### src/rtl/pipe_stage_skid.sv
// Pipeline stage register with valid/ready handshake, optional two-entry skid buffer,
// synchronous flush and a saturating back-pressure counter.
module pipe_stage_skid #(
    parameter int unsigned WIDTH = 32,
    parameter int unsigned SKID  = 1,
    parameter int unsigned CNT_W = 16
) (
    input  logic             clk,
    input  logic             rst,
    input  logic             flush,
    input  logic             in_valid,
    output logic             in_ready,
    input  logic [WIDTH-1:0] in_data,
    output logic             out_valid,
    input  logic             out_ready,
    output logic [WIDTH-1:0] out_data,
    output logic [1:0]       occupancy,
    output logic [CNT_W-1:0] stall_cnt,
    input  logic             stall_cnt_clr
);

    typedef enum logic [1:0] {
        StEmpty = 2'd0,
        StOne   = 2'd1,
        StTwo   = 2'd2
    } state_e;

    state_e           state_q, state_d;
    logic [WIDTH-1:0] main_q, main_d;
    logic [WIDTH-1:0] skid_q, skid_d;
    logic             ready_q, ready_d;
    logic [CNT_W-1:0] cnt_q, cnt_d;
    logic             in_fire, out_fire;

    assign out_valid = (state_q != StEmpty);
    assign out_data  = main_q;
    assign occupancy = state_q;
    assign stall_cnt = cnt_q;

    // Skid mode registers in_ready so no combinational path runs from out_ready upstream.
    assign in_ready = (SKID != 0) ? ready_q : (!out_valid || out_ready);
    assign in_fire  = in_valid && in_ready;
    assign out_fire = out_valid && out_ready;

    always_comb begin
        state_d = state_q;
        main_d  = main_q;
        skid_d  = skid_q;
        unique case (state_q)
            StEmpty: begin
                if (in_fire) begin
                    state_d = StOne;
                    main_d  = in_data;
                end
            end
            StOne: begin
                if (in_fire && out_fire) begin
                    main_d = in_data;
                end else if (in_fire && (SKID != 0)) begin
                    state_d = StTwo;
                    skid_d  = in_data;
                end else if (out_fire) begin
                    state_d = StEmpty;
                end
            end
            StTwo: begin
                if (out_fire) begin
                    state_d = StOne;
                    main_d  = skid_q;
                end
            end
            default: state_d = StEmpty;
        endcase
        // Payload registers keep their contents on flush; only the state is killed.
        if (flush) begin
            state_d = StEmpty;
        end
        ready_d = (state_d != StTwo);
    end

    always_comb begin
        cnt_d = cnt_q;
        if (stall_cnt_clr) begin
            cnt_d = '0;
        end else if (out_valid && !out_ready && (cnt_q != {CNT_W{1'b1}})) begin
            cnt_d = cnt_q + CNT_W'(1);
        end
    end

    always_ff @(posedge clk or posedge rst) begin
        if (rst) begin
            state_q <= StEmpty;
            main_q  <= '0;
            skid_q  <= '0;
            ready_q <= 1'b1;
            cnt_q   <= '0;
        end else begin
            state_q <= state_d;
            main_q  <= main_d;
            skid_q  <= skid_d;
            ready_q <= ready_d;
            cnt_q   <= cnt_d;
        end
    end

endmodule

### config.mk
export PLATFORM = sky130hd
export DESIGN_NAME = pipe_stage_skid
export DESIGN_NICKNAME = d
export VERILOG_FILES = /design/src/rtl/pipe_stage_skid.sv
export SDC_FILE = /design/constraint.sdc
export NUM_CORES = 1
export LEC_CHECK = 0
export CAP_MARGIN = 40
export CORE_ASPECT_RATIO = 1.25
export CORE_MARGIN = 8
export CORE_UTILIZATION = 50
export DETAILED_ROUTE_END_ITERATION = 12
export MAX_ROUTING_LAYER = met4
export PLACE_DENSITY = 0.78
export SLEW_MARGIN = 20
export SYNTH_ARGS = -nofsm -noshare
export SYNTH_HDL_FRONTEND = slang
export SYNTH_SLANG_ARGS = --single-unit
### constraint.sdc
create_clock -name clk -period 3.35 [get_ports clk]
set_input_delay 0.67 -clock clk [delete_from_list [all_inputs] [get_ports clk]]
set_output_delay 0.67 -clock clk [all_outputs]
set_load 0.005 [all_outputs]
Yosys cells after proc, flatten, opt, wreduce, memory -nomap -nowiden --
Cells that the tools add are included.
Operators by class: $add $sub $neg 1, eq/ne operators 7, multiplexer cells 13, bitwise logic cells 1, reduce and logical (&&, ||, !) cells 12
Operators by type and width (number):
- $mux 32 | 3
- $pmux 32 s3 | 1
- $mux 16 | 2
- $add 16x1->16 const B | 1
- $ne 16x16->1 const B | 1
- $mux 2 | 6
- $ne 2x2->1 const B | 4
- $pmux 2 s3 | 1
- $logic_and 1x1->1 | 5
- $reduce_and 4->1 | 1
- $reduce_bool 2->1 | 2
- $reduce_and 3->1 | 1
- $reduce_bool 3->1 | 1
- $eq 2x1->1 const B | 1
- $eq 2x2->1 const B | 1
- $logic_not 2->1 | 1
- $logic_not 1->1 | 1
- $not 1->1 | 1
Storage, ports and cells: register bits after elaboration 83

Longest topological paths before layout --
Gate-level depths: netlist of run 1.
depth after elaboration 8, mapped depth 6

Worst setup path after synthesis of run 1 --
Ideal clock, no wire load.
kind input-to-reg, start point in out_ready, end point reg cnt_q[9], in the netlist stall_cnt[9], arrival time 1.899 ns, required time 3.225 ns, setup slack 1.326 ns, cell stages on the path 6, path buffers 2, cells stage by stage buf_6 > o21ba_4 > nand4_1 > buf_2 > nor4b_1 > mux2_2
On the way: cells in the longest elaborated chain, start to end 4
Ends and longest elaborated chain:
- start: declaration | line 15 | input logic out_ready,
- $logic_not 1->1 | line 85 | end else if (out_valid && !out_ready && (cnt_q != {CNT_W{1'b1}})) begin
- $logic_and 1x1->1 (2 in series) | line 85
- $reduce_bool 2->1 (no line)
- end signal: assignment | line 102 | cnt_q <= cnt_d;
- end: declaration | line 32 | logic [CNT_W-1:0] cnt_q, cnt_d;
Every way passes these cells. A chain may end at the register's enable or synchronous reset.

Final worst setup path of run 1 --
start point reg state_q[0], in the netlist occupancy[0], end point out out_valid
On the way: cells in the longest elaborated chain, start to end 1
Ends and longest elaborated chain:
- start: declaration | line 28 | state_e state_q, state_d;
- start signal: assignment | line 92 | state_q <= StEmpty;
- start signal: assignment | line 98 | state_q <= state_d;
- $reduce_bool 2->1 | line 35 | assign out_valid = (state_q != StEmpty);
- end: declaration | line 14 | output logic out_valid,
Every way passes these cells.

==> results of run 1 <==
==> critical path, cell delays in order (launching register included) <==
cell and delay [ns]:
dfrtp_1 0.47, or2_2 0.36, clkdlybuf4s50_1 0.46
==> power by group <==
group / internal, W / leakage, nW / switching (W) / total, W
sequential: 0.00119 / 1.02 / 0.0000971 / 0.00129
clock: 0.000386 / 0.101 / 0.000332 / 0.000718
combinational: 0.000351 / 0.990 / 0.000166 / 0.000516
total: 0.00193 / 2.11 / 0.000595 / 0.00252
==> worst max path at each step <==
stage	end	slack, ns	start
floorplan	occupancy[0]	0.54	rst
global placement	stall_cnt[9]	0.76	out_ready
CTS	out_valid	1.03	occupancy[0]
detailed placement	stall_cnt[9]	0.70	out_ready
finish	out_valid	1.05	occupancy[0]
global route	out_valid	0.97	occupancy[0]
==> flip-flops by register name (all words and copies together) (netlist names) <==
register / cells
stall_cnt: 16
in_ready: 1
occupancy: 2
skid_q: 32
out_data: 32
==> synthesized netlist by cell type <==
library cell and n:
o21ba_2 1, nor4_2 1, or3_4 1, nand2b_1 2, nand4_1 2, or4b_1 1, nor2b_1 5, nor3_1 1
o41ai_1 1, mux2_1 2, a211oi_1 1, nor3b_2 1, mux2_2 99, or2_2 1, or4_1 4, dfrtp_1 82
nor3_2 1, nor4b_1 1, o21ai_0 3, inv_1 4, nand3_2 1, or2_4 1, nand3b_1 3, clkbuf_1 2
nor4b_2 1, nor2_1 9, nand4_2 1, nand3_1 4, nor4_4 1, buf_2 12, buf_6 1, nand2_1 8
ha_1 1, a211o_1 1, o21ba_4 1, dfstp_2 1, or3_1 4, a21oi_1 13, nand4_4 2, o31ai_1 6
nor4_1 3, a21oi_2 1
==> metal layers <==
| layer | track usage, % | share of wire [%] |
|---|---|---|
| met3 | 3.40 | 4.6 |
| met2 | 27.6 | 52 |
| met5 | - | 0 |
| met1 | 18.8 | 42 |
| met4 | 6.78 | 1.4 |
==> placed cells by master, fill, tap and decap left out, types with 2 or more instances in the layout <==
cell type        synthesis  layout
mux2_2                  99      99
clkdlybuf4s50_1          0      89
dfrtp_1                 82      82
a21oi_1                 13      13
clkbuf_8                 0      11
nor2_1                   9       9
nand2_1                  8       8
buf_4                    0       7
o31ai_1                  6       6
nor2b_1                  5       5
nand3_1                  4       4
or3_1                    4       4
or4_1                    4       4
nand3b_1                 3       3
o21ai_0                  3       3
inv_1                    4       3
nor4_1                   3       3
clkbuf_1                 2       3
nand4_4                  2       2
nand4_1                  2       2
clkinv_2                 0       2
mux2_1                   2       2
==> area by class of cell <==
| cell class | instances | area [µm²] |
|---|---|---|
| clock buffer | 14 | 163 |
| multi-input combinational | 189 | 1770 |
| inverter | 4 | 16.3 |
| sequential | 83 | 2080 |
| tap | 95 | 119 |
| timing repair buffer | 97 | 971 |
| fill | 598 | 2550 |
| clock inverter | 2 | 35.0 |
==> kinds of logic (layout without fill, tap and decap cells) <==
| kind of cell | after synthesis | count (layout) |
|---|---|---|
| muxes | 101 | 101 |
| and+or+nand+nor | 59 | 59 |
| AOI/OAI and AO/OA | 28 | 28 |
| DFF | 83 | 83 |
| adders and majority gates | 1 | 1 |
| buffers and inverters | 19 | 117 |
==> metrics by stage <==
stage | worst slack [ns] | std cells | instance area [µm²] | total power [W] | hold slack (ns)
final | 1.05 | 484 | 5160 | 0.00252 | 0.497
after global routing | 0.974 | 484 | 5160 | 0.00266 | 0.518
after CTS | 1.03 | 484 | 5160 | 0.00256 | 0.504
after detailed placement | 0.702 | 468 | 4960 | 0.00184 | 0.487
after global placement | 0.757 | 467 | 4930 | 0.00181 | 0.478
after floorplan | 0.545 | 291 | 3930 | 0.00155 | 0.477
==> key figures, run 1 <==
Routing
  – DRC viols: 0
  – Via count: 2640
  – 1st-iter DRT viols: between 90 and 100
  – Via-to-Cell Ratio: 5.45
  – ANT nets after route: 0
  – Avg WL per Cell: ~18 µm
  – Drt pass-1 iters: 4
  – Drt total wl: 8.55 mm

CTS
  – H-tree levels: 3
  – Insertion delay to the later sink of the worst-skew pair: 0.34 ns
  – Clock buffer depth: 2
  – Clock slew at the register clock pins of the worst setup and hold paths: 0.08 ns
  – Root buf cell: clkbuf_8
  – Post-CTS Hold Fix Bufs: 0
  – Post-CTS Resized: 0
  – CTS Buf Count: 9
  – TritonCTS clock tree: built
  – CTS sink cnt: just over 80
  – Post-CTS Setup Bufs: 0

Worst setup path
  – R2R Path End: stall_cnt[9]
  – CP Data Required Time: 2.68 ns
  – Crit path launch type: flop
  – Worst EP arrival: 1.63 ns
  – CP Max Fanout: 8
  – Worst setup path class: reg2out
  – R2R Path Start: occupancy[0]
  – Crit. End Element: output port
  – Reg2reg path depth: 4
  – Internal reg-to-reg setup slack: 1.35 ns

Power and ir drop
  – Leakage power: 2.11 nW
  – Pwr Density: ~500 nW/µm²
  – Worst VDD drop: 0.000334 V

Logic synthesis
  – Yosys Warn Count: 0
  – Post-synthesis register bit count: 83
  – Synth cell types: 42
  – Xor/xnor cell area share of the yosys netlist: 0%
  – Cell Area, Synth: 3930 µm²
  – Post-synthesis simple-gate area fraction: around 11%
  – Post-synthesis mux area share: 28.9%
  – Post-Synthesis Cells: around 290
  – Synth top area share: 52.2%
  – Area leader, netlist: dfrtp_1
  – Ranking of synthesized cells by area: dfrtp_1 (52%), mux2_2 (28%), a21oi_1 (1.7%)
  – Synth Area in Compound Gates: 4.71%
  – Sequential fraction of the synthesis area: 52.9%
  – Adder-cell share of the synthesized area: 0.318%
  – Avg Inst Size Synth: 13.5 µm²
  – Syn Nets: between 300 and 400
  – Largest family of logic cells by synthesized area: multiplexers

Timing
  – Final worst-path cycle share: between 60% and 70%
  – Endpoints failing hold: 0
  – Clk_skew: 0.00655 ns
  – Count of pins over their slew limit: 0
  – Unrepaired setup endpoints after global routing: no
  – Worst-Margin Slew: between 0.7 and 0.8 ns
  – Final min period: 2.30 ns
  – Max_slew headroom: 47.8%
  – Final setup fails: 0
  – Highest Clock Rate: 434 MHz
  – Sum Neg Setup Slack: 0 ns

Place
  – Gp weighted congestion: 0.752
  – Post-DP HPWL: 6.13 mm
  – PortBufs: 89

Floorplan
  – DIE WIDTH: 95.3 µm
  – Row cnt: 36
  – Initial Util: 51.0%
  – Core box area: between 7000 and 8000 µm²
  – # IOs: 90
  – Total Die Area: 11000 µm²
  – Vert. Die Dim: 115 µm

GRT
  – GRT Resource Usage Total: 16.5%
  – Largest net degree at the start of global routing: 42
  – Vias in the first global route: about 2800
  – Total gr overflow: 0
  – Global-route wire length before repair: between 10 and 15 mm
  – Initial antenna violation count: 0

Layout
  – Area grow syn2layout: 31.2%
  – Final Core Density: approximately two thirds
  – Share of cells above drive strength 1: a little over a third
  – Antenna cell count: 0
  – NumNets Final: ~420

Run status
  – Status: completed

Min path
  – Cells on Worst Hold Path: 1
  – Hold Crit Class: reg2reg
  – Hold Startpoint: out_data[18]
  – Hold path endpoint: out_data[18]

Run
  – Max Cap Violations: 0
No activity file was read; power rests on OpenSTA's default activity.
==> run 2, diff against run 1 <==
==> constraint.sdc (replaced) <==
create_clock -name clk -period 2.4 [get_ports clk]
set_input_delay 0.48 -clock clk [delete_from_list [all_inputs] [get_ports clk]]
set_output_delay 0.48 -clock clk [all_outputs]
set_load 0.005 [all_outputs]
==> run 2 against run 1 <==
- register-to-register slack worse by 0.87 ns
- sequential power grew 40%
- critical path type unchanged
- via count increased by 3.4%
- clock power rose by 53%
- clock skew is 0.0016 ns higher
- global-route usage rose by 0.56 points
- sequential cell count unchanged
- wire length is 2.0% higher
- worst setup slack worse by 0.79 ns
- die area stayed put
- utilization is 1.3 points higher
- cell area increased by 1.9%
- highest routed layer unchanged
==> key figures, run 2 (synthesis gave the netlist of run 1 again) <==
CTS
  – Post-CTS Setup Bufs: 0
  – H-tree levels: 3
  – Post-CTS Hold Fix Bufs: 0
  – CTS Buf Count: 9
  – CTS sink cnt: 83
  – Clock buffer depth: 2
  – Insertion delay to the later sink of the worst-skew pair: 0.35 ns
  – Post-CTS Resized: 0
  – TritonCTS clock tree: built
  – Root buf cell: clkbuf_8
  – Clock slew at the register clock pins of the worst setup and hold paths: 0.07 ns

Worst setup path
  – CP Max Fanout: 7
  – Crit path launch type: flop
  – CP Data Required Time: 1.92 ns
  – Reg2reg path depth: 6
  – R2R Path End: out_data[16]
  – Crit. End Element: output port
  – Setup crit start: occupancy[1]
  – Worst EP arrival: 1.66 ns
  – R2R Path Start: occupancy[1]
  – Worst setup path class: reg2out
  – Internal reg-to-reg setup slack: 0.48 ns

Routing
  – Max Used Layer: met4
  – Met2 WL: around 4.7 mm
  – Drt pass-1 iters: 4
  – 1st-iter DRT viols: 99
  – Met1 WL: roughly 3.5 mm
  – Drt total wl: about 8.7 mm
  – Avg WL per Cell: about 18 µm
  – Via count: 2730
  – DRC viols: 0
  – Met3 wire len: 430 µm
  – ANT nets after route: 0
  – Via-to-Cell Ratio: around 5.6

Layout
  – Antenna cell count: 0
  – Final instance area: 5260 µm²
  – Final Core Density: 68.2%
  – Area grow syn2layout: 33.7%
  – Multi-input gate area: 1770 µm²
  – Fin cells: 486
  – Register area: roughly 2100 µm²
  – Commonest non-fill, non-tap cell in the layout: mux2_2
  – # fillers: 553
  – NumNets Final: approximately 430
  – Share of cells above drive strength 1: 36.3%
  – Most frequent cells in the layout: mux2_2 (99), clkdlybuf4s50_1 (89), dfrtp_1 (82), a21oi_1 (13), clkbuf_8 (11)

Place
  – PortBufs: 89
  – Gp weighted congestion: 0.759
  – Inst Count DP: 472
  – Placed standard-cell area: ~5000 µm²
  – Post-DP HPWL: about 6 mm

GRT
  – Total gr overflow: 0
  – Initial antenna violation count: 0
  – Global-route wire length before repair: 14.3 mm
  – GRT Resource Usage Total: between 15 and 20%
  – Largest net degree at the start of global routing: 50
  – Vias in the first global route: 2886

Timing
  – Unrepaired setup endpoints after global routing: no
  – Worst-Margin Slew: 0.770 ns
  – Count of pins over their slew limit: 0
  – Max_slew headroom: 48.2%
  – Final min period: 2.14 ns
  – Highest Clock Rate: 467 MHz
  – Clk_skew: 0.00811 ns
  – Final setup fails: 0
  – Final worst-path cycle share: slightly below 90%
  – Endpoints failing hold: 0

Power and ir drop
  – Switching power: roughly 0.00085 W
  – Leakage power: 2.15 nW
  – Sequential share of power: 49.4%
  – Sw frac: 23.2%
  – P_int: 0.00280 W
  – Pwr Density: about 700 nW/µm²
  – Worst VDD drop: approximately 0.00045 V
  – Clk pwr share: 30.3%
  – Comb power frac: 20.3%

Floorplan
  – Initial Util: around half
  – Row cnt: 36
  – DIE WIDTH: approximately 95 µm
  – Vert. Die Dim: 115 µm
  – Core box area: 7700 µm²
  – # IOs: 90
  – Total Die Area: roughly 11000 µm²

Run
  – Max Cap Violations: 0

Min path
  – Hold Startpoint: skid_q[8]
  – Cells on Worst Hold Path: 1
  – Hold path endpoint: skid_q[8]
  – Hold Crit Class: reg2reg

Run status
  – Status: completed
## run 2: changes by cell type in the layout (fill, tap and decap cells not counted), sizes merged
| cell | previous run | this run |
|---|---|---|
| clkinv | 2 | 0 |
| clkbuf | 14 | 12 |
| clkinvlp | 0 | 1 |
| buf | 8 | 12 |
| bufinv | 1 | 2 |
## run 2: cell type report
class / instances / area share [%]
Timing Repair Buffer: 101 / 20.0
Clock buffer: 12 / 2.95
Sequential cell: 83 / 39.5
Multi-Input combinational cell: 189 / 33.8
Inverter: 4 / 0.357
Clock inverter: 2 / 1.14
Tap cell: 95 / 2.26
## run 2: worst max-delay path by stage
stage / to / slack, ns / cells after the start
finish: out_valid / 0.26 / 3
global route: out_valid / 0.19 / 3
CTS: out_valid / 0.23 / 3
detailed placement: out_data[16] / -0.07 / 6
global placement: out_data[15] / -0.23 / 5
floorplan: stall_cnt[9] / 0.57 / 6
## run 2: critical path, cell delays in order (launching register included)
cell and delay (ns):
dfrtp_1 0.39, buf_4 0.17, or2_2 0.30, clkdlybuf4s50_1 0.45
## run 2: layer usage
| metal | global-route usage [%] | vias to the layer above |
|---|---|---|
| met3 | 4.31 | 13 |
| met1 | 19.0 | 1406 |
| met2 | 28.1 | 61 |
| met5 | - | - |
| met4 | 7.72 | 0 |
| li1 | - | 1250 |
## run 2: through the flow
step / hold WS, ns / setup slack (ns) / TNS, ns / power [W]
2_1_floorplan: 0.477 / 0.566 / 0 / 0.00217
3_3_place_gp: 0.481 / -0.226 / -7.13 / 0.00253
3_5_place_dp: 0.493 / -0.0736 / -1.03 / 0.00258
4_1_cts: 0.510 / 0.231 / 0 / 0.00369
5_1_grt: 0.525 / 0.186 / 0 / 0.00383
6_report: 0.507 / 0.261 / 0 / 0.00365
## run 2: power by group through the flow
stage | Combinational (W) | Sequential, W | Clock [W]
detailed placement | 0.000755 | 0.00183 | 0
floorplan | 0.000372 | 0.00180 | 0
CTS | 0.000758 | 0.00180 | 0.00113
global route | 0.000804 | 0.00184 | 0.00119
global placement | 0.000718 | 0.00181 | 0
finish | 0.000741 | 0.00180 | 0.00110
==> run 3, diff against run 2 <==
--- a/config.mk
+++ b/config.mk
@@ -12,6 +12,7 @@
 export DETAILED_ROUTE_END_ITERATION = 12
 export MAX_ROUTING_LAYER = met4
 export PLACE_DENSITY = 0.78
+export REMOVE_ABC_BUFFERS = 1
 export SLEW_MARGIN = 20
 export SYNTH_ARGS = -nofsm -noshare
 export SYNTH_HDL_FRONTEND = slang
==> run 3 against run 2 <==
- final cell count shrank 0.21%
- utilization shrank 0.76 points
- global-route usage shrank 0.87 points
- power shrank 2.8%
- highest routed layer unchanged
- via count shrank 2.2%
- hold slack lost 0.020 ns
- wire length shrank 3.9%
- clock skew grew 0.014 ns
- critical endpoint unchanged
==> key figures, run 3 (synthesis gave the netlist of run 1 again) <==
Run status
  – Status: completed

Worst setup path
  – Crit path launch type: flop
  – CP Data Required Time: between 1.5 and 2 ns
  – Worst setup path class: reg2out
  – Setup crit start: occupancy[1]
  – Worst EP arrival: 1.62 ns
  – R2R Path Start: stall_cnt[3]
  – Crit. End Element: output port
  – CP Max Fanout: 8

Power and ir drop
  – Pwr Density: 682 nW/µm²
  – Leakage power: 2.12 nW
  – Worst VDD drop: between 0.0004 and 0.0005 V

Timing
  – Clk_skew: about 0.022 ns
  – Max_slew headroom: 51.9%
  – Endpoints failing hold: 0
  – Worst-Margin Slew: 0.715 ns
  – Final min period: around 2.1 ns
  – Count of pins over their slew limit: 0
  – Final setup fails: 0
  – Final hold slack: 0.487 ns
  – Unrepaired setup endpoints after global routing: no
  – Highest Clock Rate: between 400 and 500 MHz
  – Worst setup slack after layout: 0.301 ns
  – Final worst-path cycle share: 87.5%

Routing
  – ANT nets after route: 0
  – 1st-iter DRT viols: 99
  – DRC viols: 0
  – Avg WL per Cell: about 17 µm
  – Drt total wl: 8.39 mm
  – Drt pass-1 iters: 4
  – Via count: ~2700
  – Via-to-Cell Ratio: 5.50

Floorplan
  – Vert. Die Dim: 115 µm
  – Core box area: between 7000 and 8000 µm²
  – Total Die Area: 11000 µm²
  – DIE WIDTH: 95.3 µm
  – Row cnt: 36
  – # IOs: 90
  – Initial Util: 51.0%

Place
  – Pre-CTS setup slack: approximately 0.18 ns
  – PortBufs: 89
  – Gp weighted congestion: ~0.83
  – Inst Count DP: 469
  – Placed standard-cell area: 5000 µm²
  – Post-DP HPWL: around 5.9 mm

Min path
  – Hold Crit Class: in2async

Layout
  – Antenna cell count: 0
  – Area grow syn2layout: 32.3%
  – Final instance area: 5200 µm²
  – Commonest non-fill, non-tap cell in the layout: mux2_2
  – Fin cells: 485
  – Most frequent cells in the layout: mux2_2 (99), clkdlybuf4s50_1 (89), dfrtp_1 (82), a21oi_1 (13), clkbuf_8 (10)
  – NumNets Final: 424
  – Share of cells above drive strength 1: between 30 and 40%
  – Final Core Density: a little under 70%

CTS
  – CTS sink cnt: 83
  – Clock slew at the register clock pins of the worst setup and hold paths: 0.10 ns
  – CTS Buf Count: 9
  – Post-CTS Setup Bufs: 0
  – Clock buffer depth: 2
  – H-tree levels: 3
  – Post-CTS Resized: 0
  – Insertion delay to the later sink of the worst-skew pair: about 0.35 ns
  – TritonCTS clock tree: built
  – Post-CTS Hold Fix Bufs: 0
  – Root buf cell: clkbuf_8

Run
  – Max Cap Violations: 0

GRT
  – Global-route wire length before repair: 13.7 mm
  – GRT Resource Usage Total: about 16%
  – Initial antenna violation count: 0
  – Total gr overflow: 0
  – Largest net degree at the start of global routing: 40
  – Vias in the first global route: about 2900
==> run 3: cell count changes in the layout (fill, tap and decap cells not counted), sizes merged <==
| cell | before | now |
|---|---|---|
| clkbuf | 12 | 11 |
| clkinv | 0 | 3 |
| bufinv | 2 | 1 |
| buf | 12 | 9 |
| inv | 3 | 4 |
==> run 3: path summary, 6_finish.rpt <==
path / to / slack [ns] / cells past startpoint
setup / recovery: out_valid / 0.30 / 2
hold / removal: stall_cnt[1] / 0.49 / 2
setup reg to reg: stall_cnt[15] / 0.58 / 4
hold reg to reg: out_data[18] / 0.50 / 1
max in group asynchronous: out_data[22] / 1.29 / 3
min in group clk: out_data[18] / 0.50 / 1
==> run 3: per-stage QoR <==
step	TNS [ns]	power, W
after floorplan	-20.77	0.00216
after global placement	0	0.00254
after detailed placement	0	0.00257
after CTS	0	0.00359
after global routing	0	0.00372
final	0	0.00354
==> run 3: area by class of cell <==
cell class,count,area [µm²]
clock buffer,11,141
timing repair buffer,98,1010
clock inverter,5,60.1
inverter,4,16.3
fill,570,2500
sequential,83,2080
tap,95,119
multi-input combinational,189,1770
==> run 3: layer usage <==
metal	wire (µm)	up-vias	track usage, %
li1	-	1252	-
met1	3770	1342	20.2
met2	4040	68	24.8
met3	480	7	4.05
met4	99	0	5.95
met5	0	-	-
==> run 3: critical path, cell delays in order, from the launching register on <==
cell	delay, ns
dfrtp_1	0.49
or2_2	0.33
clkdlybuf4s50_1	0.46
==> run 3: report_power, final <==
| group | total (W) | switching (W) | internal (W) | leakage, nW |
|---|---|---|---|---|
| Sequential | 0.00180 | 0.000138 | 0.00166 | 1.02 |
| Clock | 0.00102 | 0.000503 | 0.000514 | 0.0999 |
| Combinational | 0.000727 | 0.000229 | 0.000498 | 1.00 |
==> RTL edit (flow settings as in run 3) <==
Reset style: synchronous (`rst`), changed in one clocked block.
--- a/src/rtl/pipe_stage_skid.sv
+++ b/src/rtl/pipe_stage_skid.sv
@@ -87,7 +87,7 @@
         end
     end
 
-    always_ff @(posedge clk or posedge rst) begin
+    always_ff @(posedge clk) begin
         if (rst) begin
             state_q <= StEmpty;
             main_q  <= '0;
Function: differs if rst is asserted again (counterexample within 4 cycles, from zero or initial values and one cycle with rst high); with rst held inactive, the same outputs for 4 cycles.
==> RTL edit against run 3 <==
Sequential cell count is the same. Synthesized area shrank 12%. Design area shrank 9.7%. Count of clock-buffer cells in the layout is the same. Setup slack gained 0.018 ns. Largest cell class is now multi-input combinational cells. Routed wire length grew 4.6%. Sequential share of layout area shrank 4.6 points. Die area shrank 10%.
Power is not compared: it rests on default switching activity, and its combinational part moved more than twofold at a synthesized area within 25%.
==> RTL edit: results (changes against run 3) <==
yosys:
  synth_mux_area_frac: 0.0953  # -0.194
  synthFlopType: "dfxtp_1"
  ys_top_cells_by_count: "83 x dfxtp_1, 71 x nand2_1, 40 x a21oi_1, 39 x nor2_1"
  synthAdderAreaFrac: 0.00361  # +0.000428
  synthArstFlopShare: 0  # -1.00
  ys_seq_area_frac: 0.480  # -0.0492
  synth_xor_area_frac: 0  # unchanged
  synth_cells: 396  # +36%
  synthTopCellsByArea: "dfxtp_1 48%, mux2i_1 9.5%, nand2_1 7.7%"
  synth_cell_types: 43  # +2.4%
  synth_compound_area_frac: 0.185  # +0.138
  yosysWarnings: 0  # unchanged
sta:
  post-route-min-period_ns: 2.08  # -0.0181 ns
  worst_pin_slew_ns: 0.643  # -0.0721 ns
  skew_ns: 0.00948  # -0.0129 ns
pwr:
  p_leak_uw: 0.00187
  netSwitchingFraction: 0.230
  peakVddDrop_mv: 0.557
clock_network:
  path_clk_slew_ns: 0.09
  cts_root_buf: "clkbuf_8"
  cts_buffers: 9  # unchanged
  htree_levels: 3  # unchanged
  clk_latency_ns: 0.34
  cts_setup_buffers: 0  # unchanged
  clock_path_buffers: 2  # unchanged
  postCtsResizedCells: 0  # unchanged
global_route:
  grt_pass1_vias: 3079  # +7.6%
  grt_pass1_wl_mm: 14.6  # +6.7%
  grt_usage: 0.184  # +0.0218
  antenna_found_initial: 0  # unchanged
  grt_start_max_net_pins: 65  # +63%
placed_design:
  hpwl_mm: 6.05  # +2.3%
  io_buffer_count: 89  # unchanged
  place_congestion: 0.846  # +1.5%
  pre_cts_slack_ns: 0.132  # -0.0452 ns
  dp.cells: 559  # +19%
critical_path:
  slowest_delay_ns: 0.58  # +0.09 ns
  cp.arrival_ns: 1.60  # -0.02 ns
  cp_slowest_cell: "dfxtp_1"
  crit_path_max_fanout: 10  # +2
  ff2ff_setup_slack_ns: 0.49  # -0.09 ns
  worstSetupStartpointType: "register"
  critPathTopFamily: "flip-flops"
routing:
  drt_wl_total_mm: 8.78  # +4.6%
  dr.pass1.iters: 4  # unchanged
  drt_iter0_drc: 214  # +120%
  vias: 3162  # +18%
run_status:
  status: "completed"
finish:
  fillCellCount: 570  # unchanged
  final_nets: 519  # +22%
  antenna_cells: 0  # unchanged
  fin_cells: 575  # +19%
  drive_gt1_frac: 0.0763  # -0.285
worst_hold_path:
  hold_path_class: "primary input to register"
-- RTL edit: cell types whose count changed in the layout (fill, tap and decap cells not counted), moves of 32 or more --
cell | run 3 | this run
mux2_2 | 99 | 0
dfxtp_1 | 0 | 83
dfrtp_1 | 82 | 0
nand2_1 | 8 | 71
mux2i_1 | 0 | 33
a211oi_1 | 1 | 33
-- RTL edit: area by class of cell --
| class | instances | share of cell area |
|---|---|---|
| multi-input combinational | 284 | 0.361 |
| tap | 90 | 0.0240 |
| sequential | 83 | 0.354 |
| timing repair buffer | 100 | 0.209 |
| clock inverter | 5 | 0.0181 |
| inverter | 2 | 0.00160 |
| clock buffer | 11 | 0.0322 |
-- RTL edit: power by group through the flow --
stage | Sequential (uW) | Clock, uW | Combinational [uW]
after floorplan | 1490 | 0 | 119
after global placement | 1490 | 0 | 332
after detailed placement | 1490 | 0 | 339
after CTS | 1460 | 1170 | 341
after global routing | 1470 | 1220 | 370
final | 1460 | 1150 | 337
-- RTL edit: final timing paths --
path / startpoint / end / cells after the start
worst max-delay path: occupancy[1] / out_valid / 2
worst min-delay path: rst / occupancy[0] / 2
worst max register to register: occupancy[1] / stall_cnt[13] / 4
worst min register to register: skid_q[8] / skid_q[8] / 2
-- RTL edit: stage by stage --
stage          setup TNS (ns)  hold WS [ns]  cell area, sq um
3_5_place_dp                0         0.447              4460
4_1_cts                     0         0.359              4690
2_1_floorplan          -21.73         0.430              3350
5_1_grt                     0         0.375              4690
6_report                    0         0.373              4690
3_3_place_gp                0         0.441              4460
-- RTL edit: layer usage --
layer  GRT usage  up-vias  routed length (microns)
li1            -     1583                        -
met1       0.204     1484                     3860
met2       0.311       86                     4340
met3      0.0503        9                      483
met4      0.0679        0                       91
met5           -        -                        0
